<file path="src/rtl/priority_span_decoder_pkg.sv">
// Shared definitions for the priority span decoder: width helpers,
// span classification and the stage-1 payload carried between pipeline stages.
package priority_pkg;

    function automatic int idx_width(input int w);
        return (w > 1) ? $clog2(w) : 1;
    endfunction

    function automatic int len_width(input int w);
        return $clog2(w + 1);
    endfunction

    localparam int PSD_WIDTH = 16;
    localparam int PSD_IDX_W = idx_width(PSD_WIDTH);

    typedef enum logic [1:0] {
        SPAN_OK,
        SPAN_EMPTY,
        SPAN_ERR
    } span_class_t;

    typedef struct packed {
        logic [PSD_WIDTH-1:0] left;
        logic [PSD_WIDTH-1:0] right;
        logic [PSD_IDX_W-1:0] left_idx;
        logic [PSD_IDX_W-1:0] right_idx;
        span_class_t          cls;
    } s1_payload_t;

endpackage

</file>
<file path="src/rtl/priority_span_decoder_onehot_to_bin.sv">
// One-hot to binary index decoder built purely from OR-reductions;
// a malformed input simply yields the OR of the indices of its set bits.
module onehot_to_bin
    import priority_pkg::*;
#(
    parameter int WIDTH = 16,
    localparam int IDX_W = idx_width(WIDTH)
) (
    input  logic [WIDTH-1:0] onehot_i,
    output logic [IDX_W-1:0] bin_o
);

    always_comb begin
        bin_o = '0;
        for (int i = 0; i < WIDTH; i++) begin
            for (int b = 0; b < IDX_W; b++) begin
                if (((i >> b) & 1) != 0) begin
                    bin_o[b] = bin_o[b] | onehot_i[i];
                end
            end
        end
    end

endmodule

</file>
<file path="src/rtl/priority_span_decoder.sv">
// Expands a highest/lowest one-hot pair into indices, an inclusive span mask
// and span length through a 2-stage valid/ready pipeline.
module priority_span_decoder
    import priority_pkg::*;
#(
    parameter int WIDTH = PSD_WIDTH,
    localparam int IDX_W = idx_width(WIDTH),
    localparam int LEN_W = len_width(WIDTH)
) (
    input  logic             clk_i,
    input  logic             rst_ni,
    input  logic [WIDTH-1:0] data_left_i,
    input  logic [WIDTH-1:0] data_right_i,
    input  logic             data_val_i,
    output logic             data_ready_o,
    output logic [IDX_W-1:0] left_idx_o,
    output logic [IDX_W-1:0] right_idx_o,
    output logic [WIDTH-1:0] span_mask_o,
    output logic [LEN_W-1:0] span_len_o,
    output logic             empty_o,
    output logic             err_o,
    output logic             data_val_o,
    input  logic             data_ready_i
);

    localparam logic [WIDTH:0] ONE_EXT = (WIDTH + 1)'(1);

    logic [IDX_W-1:0] in_left_idx;
    logic [IDX_W-1:0] in_right_idx;
    logic             in_left_oh;
    logic             in_right_oh;
    span_class_t      in_cls;

    s1_payload_t      s1_d, s1_q;
    logic             s1_valid_d, s1_valid_q;
    logic             s1_adv, s2_adv;

    logic [WIDTH:0]   left_ext, right_ext;
    logic [WIDTH-1:0] span_mask;
    logic [LEN_W-1:0] span_len;

    logic             s2_valid_d, s2_valid_q;
    logic [IDX_W-1:0] left_idx_d, left_idx_q;
    logic [IDX_W-1:0] right_idx_d, right_idx_q;
    logic [WIDTH-1:0] mask_d, mask_q;
    logic [LEN_W-1:0] len_d, len_q;
    logic             empty_d, empty_q;
    logic             err_d, err_q;

    onehot_to_bin #(.WIDTH(WIDTH)) u_left_dec (
        .onehot_i (data_left_i),
        .bin_o    (in_left_idx)
    );

    onehot_to_bin #(.WIDTH(WIDTH)) u_right_dec (
        .onehot_i (data_right_i),
        .bin_o    (in_right_idx)
    );

    // Handshake: ready depends only on pipeline occupancy and data_ready_i.
    assign s2_adv       = !s2_valid_q || data_ready_i;
    assign s1_adv       = !s1_valid_q || s2_adv;
    assign data_ready_o = s1_adv;

    always_comb begin
        in_left_oh  = (data_left_i != '0) &&
                      ((data_left_i & (data_left_i - WIDTH'(1))) == '0);
        in_right_oh = (data_right_i != '0) &&
                      ((data_right_i & (data_right_i - WIDTH'(1))) == '0);
        in_cls = SPAN_OK;
        if ((data_left_i == '0) && (data_right_i == '0)) begin
            in_cls = SPAN_EMPTY;
        end else if (!in_left_oh || !in_right_oh) begin
            in_cls = SPAN_ERR;
        end else if (in_left_idx < in_right_idx) begin
            in_cls = SPAN_ERR;
        end
    end

    // Stage 1: capture the pair with its decoded indices and class.
    always_comb begin
        s1_valid_d = s1_valid_q;
        s1_d       = s1_q;
        if (s1_adv) begin
            s1_valid_d = data_val_i;
            if (data_val_i) begin
                s1_d.left      = data_left_i;
                s1_d.right     = data_right_i;
                s1_d.left_idx  = in_left_idx;
                s1_d.right_idx = in_right_idx;
                s1_d.cls       = in_cls;
            end
        end
    end

    // Stage 2: the extra top bit lets a left bit at WIDTH-1 shift out cleanly.
    always_comb begin
        left_ext  = {1'b0, s1_q.left};
        right_ext = {1'b0, s1_q.right};
        span_mask = WIDTH'(((left_ext << 1) - ONE_EXT) & ~(right_ext - ONE_EXT));
        span_len  = LEN_W'(s1_q.left_idx) - LEN_W'(s1_q.right_idx) + LEN_W'(1);

        s2_valid_d  = s2_valid_q;
        left_idx_d  = left_idx_q;
        right_idx_d = right_idx_q;
        mask_d      = mask_q;
        len_d       = len_q;
        empty_d     = empty_q;
        err_d       = err_q;
        if (s2_adv) begin
            s2_valid_d = s1_valid_q;
            if (s1_valid_q) begin
                left_idx_d  = '0;
                right_idx_d = '0;
                mask_d      = '0;
                len_d       = '0;
                empty_d     = (s1_q.cls == SPAN_EMPTY);
                err_d       = (s1_q.cls == SPAN_ERR);
                if (s1_q.cls == SPAN_OK) begin
                    left_idx_d  = s1_q.left_idx;
                    right_idx_d = s1_q.right_idx;
                    mask_d      = span_mask;
                    len_d       = span_len;
                end
            end
        end
    end

    always_ff @(posedge clk_i or negedge rst_ni) begin
        if (!rst_ni) begin
            s1_valid_q  <= 1'b0;
            s1_q        <= '0;
            s2_valid_q  <= 1'b0;
            left_idx_q  <= '0;
            right_idx_q <= '0;
            mask_q      <= '0;
            len_q       <= '0;
            empty_q     <= 1'b0;
            err_q       <= 1'b0;
        end else begin
            s1_valid_q  <= s1_valid_d;
            s1_q        <= s1_d;
            s2_valid_q  <= s2_valid_d;
            left_idx_q  <= left_idx_d;
            right_idx_q <= right_idx_d;
            mask_q      <= mask_d;
            len_q       <= len_d;
            empty_q     <= empty_d;
            err_q       <= err_d;
        end
    end

    assign data_val_o  = s2_valid_q;
    assign left_idx_o  = left_idx_q;
    assign right_idx_o = right_idx_q;
    assign span_mask_o = mask_q;
    assign span_len_o  = len_q;
    assign empty_o     = empty_q;
    assign err_o       = err_q;

endmodule
</file>
<file path="config.mk">
export PLATFORM = sky130hd
export DESIGN_NAME = priority_span_decoder
export DESIGN_NICKNAME = d
export VERILOG_FILES = /design/src/rtl/priority_span_decoder_pkg.sv /design/src/rtl/priority_span_decoder_onehot_to_bin.sv /design/src/rtl/priority_span_decoder.sv
export SDC_FILE = /design/constraint.sdc
export NUM_CORES = 1
export LEC_CHECK = 0
export CAP_MARGIN = 20
export CORE_MARGIN = 2
export CORE_UTILIZATION = 57
export DETAILED_ROUTE_END_ITERATION = 8
export PLACE_DENSITY_LB_ADDON = 0.3
export SLEW_MARGIN = 5
export SYNTH_ARGS = -nofsm -noshare
export SYNTH_HDL_FRONTEND = slang
export SYNTH_SLANG_ARGS = --single-unit
</file>
<file path="constraint.sdc">
create_clock -name clk_i -period 4.2 [get_ports clk_i]
set_input_delay 0.42 -clock clk_i [delete_from_list [all_inputs] [get_ports clk_i]]
set_output_delay 0.42 -clock clk_i [all_outputs]
set_load 0.05 [all_outputs]
</file>
# Yosys cells after proc, flatten, opt, wreduce, memory -nomap -nowiden
# Index checks and enable logic that the tools add are counted.
[classes]
add_sub_neg = 6
magnitude_cmp = 1
n_eq_ne = 2
n_mux = 7
bitwise_logic = 60
n_reduce_logical = 19
[ops]
columns = ["cell", "n"]
rows = [
  ["logical NOT 16 bit", 4],
  ["subtractor 16 x 1 -> 16 bit, second input constant", 4],
  ["OR 1 bit", 56],
  ["bitwise AND 16 bit", 3],
  ["nonzero test 16 bit", 2],
  ["2-to-1 mux 16 bit", 1],
  ["NOT 16 bit", 1],
  ["2-to-1 mux 4 bit", 2],
  ["2-to-1 mux 2 bit", 3],
  ["adder 5 x 1 -> 5 bit, second input constant", 1],
  ["2-to-1 mux 5 bit", 1],
  ["subtractor 4 x 4 -> 5 bit", 1],
  ["logical NOT 1 bit", 4],
  ["< comparator 4 bit", 1],
  ["AND reduction 2 bit", 2],
  ["logical AND 1 bit", 3],
  ["logical OR 1 bit", 3],
  ["== test 2 x 1 -> 1 bit, second input constant", 1],
  ["== test 2 bit, second input constant", 1],
  ["logical NOT 2 bit", 1],
]
[word_totals]
register_bits = 74
input_bits = 36
out_inout_bits = 33
word_cells = 108

# Longest topological paths before layout
[depth]
word_depth = 11
depth_mapped = 9
mapped_depth_nobuf = 9

# Cells and area by module
# A second synthesis with hierarchy kept.
[unflattened]
cells_unflattened = 371
hier_area_um2 = 3976.3
[modules_own_cells]
columns = ["module", "n_inst", "cells_per_inst", "area_per_inst_um2"]
rows = [
  ["priority_span_decoder", 1, 349, 3846.2],
  ["onehot_to_bin", 2, 11, 65.1],
]

# Worst setup path before layout
# OpenSTA, ideal clock, no wires.
[synth_path]
path_kind = "reg2reg"
start = "reg s2_valid_q (netlist: data_val_o)"
end = "reg s1_q[0] in the netlist's numbering"
arrival_ps = 2243
t_required_ps = 4082
path_slack_ps = 1839
stages_incl_launch_ff = 7
cell_sequence = "dfrtp_1 -> nand3b_1 -> nand2_1 -> buf_1 -> nor2_1 -> and3_1 -> a21o_1"
[synth_between]
elab_chain_len = 4
[synth_lines]
columns = ["item", "line_no", "rtl"]
rows = [
  ["from (decl)", "priority_span_decoder.sv:42", "logic s2_valid_d, s2_valid_q;"],
  ["from (signal assigned)", "priority_span_decoder.sv:143", "s2_valid_q <= s2_valid_d;"],
  ["logical NOT 1 bit", "priority_span_decoder.sv:61", "assign s2_adv = !s2_valid_q || data_ready_i;"],
  ["logical OR 1 bit", "priority_span_decoder.sv:61", ""],
  ["logical OR 1 bit", "priority_span_decoder.sv:62", "assign s1_adv = !s1_valid_q || s2_adv;"],
  ["named net data_ready_o", "priority_span_decoder.sv:15", "output logic data_ready_o,"],
  ["AND reduction 2 bit (no line)", "n/a", ""],
  ["to (signal assigned)", "priority_span_decoder.sv:132", "s1_q <= '0;"],
  ["to (signal assigned)", "priority_span_decoder.sv:142", "s1_q <= s1_d;"],
  ["to (decl)", "priority_span_decoder.sv:34", "s1_payload_t s1_d, s1_q;"],
]
# The timed path passes the listed nets, and every way through them passes these cells.
# A chain may end at the register's enable or synchronous reset.

# Worst setup path in the final report
[layout_path]
start = "in data_right_i[6]"
end = "reg s1_q[1] in the netlist's numbering"
[layout_between]
elab_chain_len = 10
elab_cells_between_ends = 25
cone_classes = "add/sub (1); order compare (1); mux (3); bitwise (13); reduce/logical (7)"
[layout_lines]
columns = ["item", "line_no", "rtl"]
rows = [
  ["from (decl)", "priority_span_decoder.sv:13", "input logic [WIDTH-1:0] data_right_i,"],
  ["branches (longest 9 deep; another with subtractor 16 x 1 -> 16 bit)", "n/a", ""],
  ["2-to-1 mux 2 bit *", "priority_span_decoder.sv:71", "if ((data_left_i == '0) && (data_right_i == '0)) begin"],
]
# Every way passes the cells marked *.

==> flow_summary.toml <==
[status]
status = "finished clean"

[setup_path]
path_max_fanout = 5
worstSetupEndpointType = "flip-flop"
cpPeakStageDelay_ns = 0.75
startpoint_type = "primary input"
required_ns = 4.43
cpMostUsedCell = "nor4_1"
worstSetupPathType = "primary input to flip-flop"
cp_cell_sequence = "clkdlybuf4s50_1, nor4_1, nand2_1, inv_1, ha_1, nor3_1, nor4_1, nand4_1, nor4_1, nor3_1"
arrival_ns = 2.98
critPathSlowestCell = "nor4_1"

[synthesis]
synthCells = 363
yosysWarnings = 0
synth-edff-count = 0
synth_fp_nets = 412
async_flop_share_pct = 100
synth_cell_type_count = 51
synth_top_flop_cell = "dfrtp_1"
ys_seq_area_share_pct = 46.5
postSynthRegisterBits = 74
synth_area_um2 = 3990
syn_avg_cell_area_um2 = 11.0

[cells_and_area]
drive_above_1_share_pct = 15.6
final_nets = 486
antennaDiodeCount = 0
area_growth_pct = 25.4

[sta]
fin_skew_ns = 0.00868
period_share_pct = 65.6
setup_ws_ns = 1.45
min_period_ns = 2.75
grt_setup_unrepaired = "false"
final-hold-violation-count = 0
fmax_ghz = 0.363
tns_ns = 0
finalMaxSlewViolations = 0
slew_headroom_pct = 44.9
finalSetupViolations = 0
tightest_slew_ns = 0.820

[clock_network]
post-cts-setup-buffer-count = 0
ctsResizeCount = 0
clock-root-buffer = "clkbuf_8"
clkTransAtPathRegs_ns = 0.08
postCtsHoldBufs = 0
cts_made_buffers = 9
clock_latency_ns = 0.34
ctsHtreeMaxLevel = 3
clockBufferDepth = 2
tritoncts = "done"
clock_sinks = 74

[die]
io_pins = 69
die_y_um = 87.6
placementRows = 30
core-area_um2 = 6790
initial_core_util_pct = 58.7
die_x_um = 87.6
die_area_um2 = 7680

[detailed_routing]
dr.pass1.iters = 5
wl_per_cell_um = 17.8
vias_per_cell = 6.16
ant_nets = 0
dr.first_iter.drc_count = 275
via_count = 3309
drc = 0
wirelength_um = 9550

[min_path]
min_path_type = "flip-flop to flip-flop"

[grt]
globalRouteOverflowTotal = 0
antenna_found_initial = 0
grt_pass1_wl_um = 15500
grt_max_degree = 51
grt_pass1_vias = 3147
grt_usage_pct = 26.4

[flow_run]
maxCapViolations = 0

[placed_design]
place_ws_ns = 1.16
dp_hpwl_um = 7090
io_buffers = 68
routabilityCongestion = 0.922

[power_and_ir_drop]
vdd_ir_drop_max_mv = 0.239
total_power_mw = 1.66
cellLeakagePower_nw = 2.04
powerDensity_nw_per_um2 = 333
-- registers in the layout, summed over array words and instances (netlist names), 4 cells and up --
signal and count:
right_ext 16, left_idx_o 4, span_mask_o 16, span_len_o 5
right_idx_o 4, left_ext 15, s1_q 10
-- power breakdown --
group	switching [mW]	total, mW	leakage (nW)	internal [mW]
combinational	0.150	0.284	1.04	0.135
clock	0.263	0.549	0.0941	0.285
sequential	0.0675	0.830	0.914	0.762
total	0.481	1.66	2.04	1.18
-- cells in the final DEF (no fill, tap or decap), types with 3 or more instances in the layout --
master            n
a21oi_1           7
a22o_1           15
a32o_1           13
buf_4             4
clkbuf_8         10
clkdlybuf4s50_1  67
dfrtp_1          74
ha_1             12
inv_1            18
mux2_2           31
nand2_1          24
nand2b_1          5
nand3_1           5
nor2_1           26
nor3_1            7
nor3_2            5
nor4_1           11
nor4_2            6
o211ai_1          3
o21ai_0          13
o31ai_1           3
o41ai_1           4
or3_1             3
or4_1             5
xnor2_1          11
xor2_1           17
-- logic make-up (layout without fill, tap and decap cells) --
| logic type | count (synthesis) | after routing | share of synthesized area (%) |
|---|---|---|---|
| and+or+nand+nor | 113 | 113 | 16.9 |
| adders and majority gates | 13 | 13 | 4.27 |
| xor gates and xnor gates | 28 | 28 | 6.15 |
| AOI/OAI and AO/OA | 75 | 75 | 14.7 |
| muxes | 31 | 31 | 8.76 |
| DFF | 74 | 74 | 46.5 |
| buffers and inverters | 29 | 107 | 2.73 |
-- stage by stage --
stage	hold slack, ns	util (%)	instances	cell area, um^2
after CTS	0.295	73.1	535	4970
after detailed placement	0.470	70.3	520	4770
after global placement	0.467	70.3	520	4770
after floorplan	0.124	-	363	3990
final	0.482	73.6	537	5000
after global routing	0.502	73.6	537	5000
-- Yosys cell counts, types with 2 or more instances --
master / count / area [um^2]
inv_1: 18 / 67.6
xnor2_1: 11 / 96.3
a221oi_1: 2 / 17.5
o31ai_1: 3 / 22.5
nor4_1: 11 / 68.8
a21boi_0: 2 / 15.0
or3_1: 3 / 18.8
a32o_1: 13 / 130
nor3_1: 8 / 40.0
dfrtp_1: 74 / 1850
clkbuf_1: 7 / 26.3
a21o_1: 2 / 15.0
nand3b_1: 2 / 15.0
ha_1: 12 / 150
o21ai_0: 13 / 65.1
or4_1: 5 / 37.5
a2111oi_0: 2 / 17.5
a211oi_1: 2 / 15.0
nand3_1: 5 / 25.0
a21oi_1: 7 / 35.0
a22o_1: 15 / 131
nand2_1: 24 / 90.1
nor4_2: 6 / 75.1
nand4_1: 2 / 12.5
o211ai_1: 3 / 22.5
buf_1: 4 / 15.0
xor2_1: 17 / 149
nor4b_1: 2 / 17.5
nor3_2: 4 / 40.0
nand2b_1: 5 / 31.3
mux2_2: 31 / 349
o41ai_1: 4 / 35.0
nor2_1: 26 / 97.6
-- cell type report --
cell class	count	area, um^2
multi-input cells	260	2030
flip-flops and latches	74	1850
fillers	497	1800
repair buffers	74	736
clock buffers	10	138
well taps	96	120
inverters	18	67.6
clock inverters	5	55.1
-- metal layers --
layer	GRT usage, %	up-vias	share of wire [%]
met2	44.7	133	51
met3	4.52	22	4.7
li1	-	1509	-
met5	0	-	0
met1	35.5	1645	43
met4	6.71	0	1.5
-- critical path, delay by kind of cell --
family | cells | cell delay, ns
buffers and inverters | 2 | 0.60
adders and majority gates | 1 | 0.19
and+or+nand+nor | 7 | 1.78
-- path summary, 6_finish.rpt --
path,slack [ns],to,start,cells past startpoint
hold reg to reg,0.48,err_o$_DFFE_PN0P_,err_o$_DFFE_PN0P_,2
max in group asynchronous,3.02,left_ext[3]$_DFFE_PN0P_,rst_ni,3
min in group asynchronous,0.51,left_ext[6]$_DFFE_PN0P_,rst_ni,2
setup / recovery,1.45,s1_q[1]$_DFFE_PN0P_,data_right_i[6],10
hold / removal,0.48,err_o$_DFFE_PN0P_,err_o$_DFFE_PN0P_,2
setup reg to reg,2.07,s1_q[1]$_DFFE_PN0P_,data_val_o$_DFFE_PN0P_,7
Note: power is estimated with default switching activity, not from simulation.
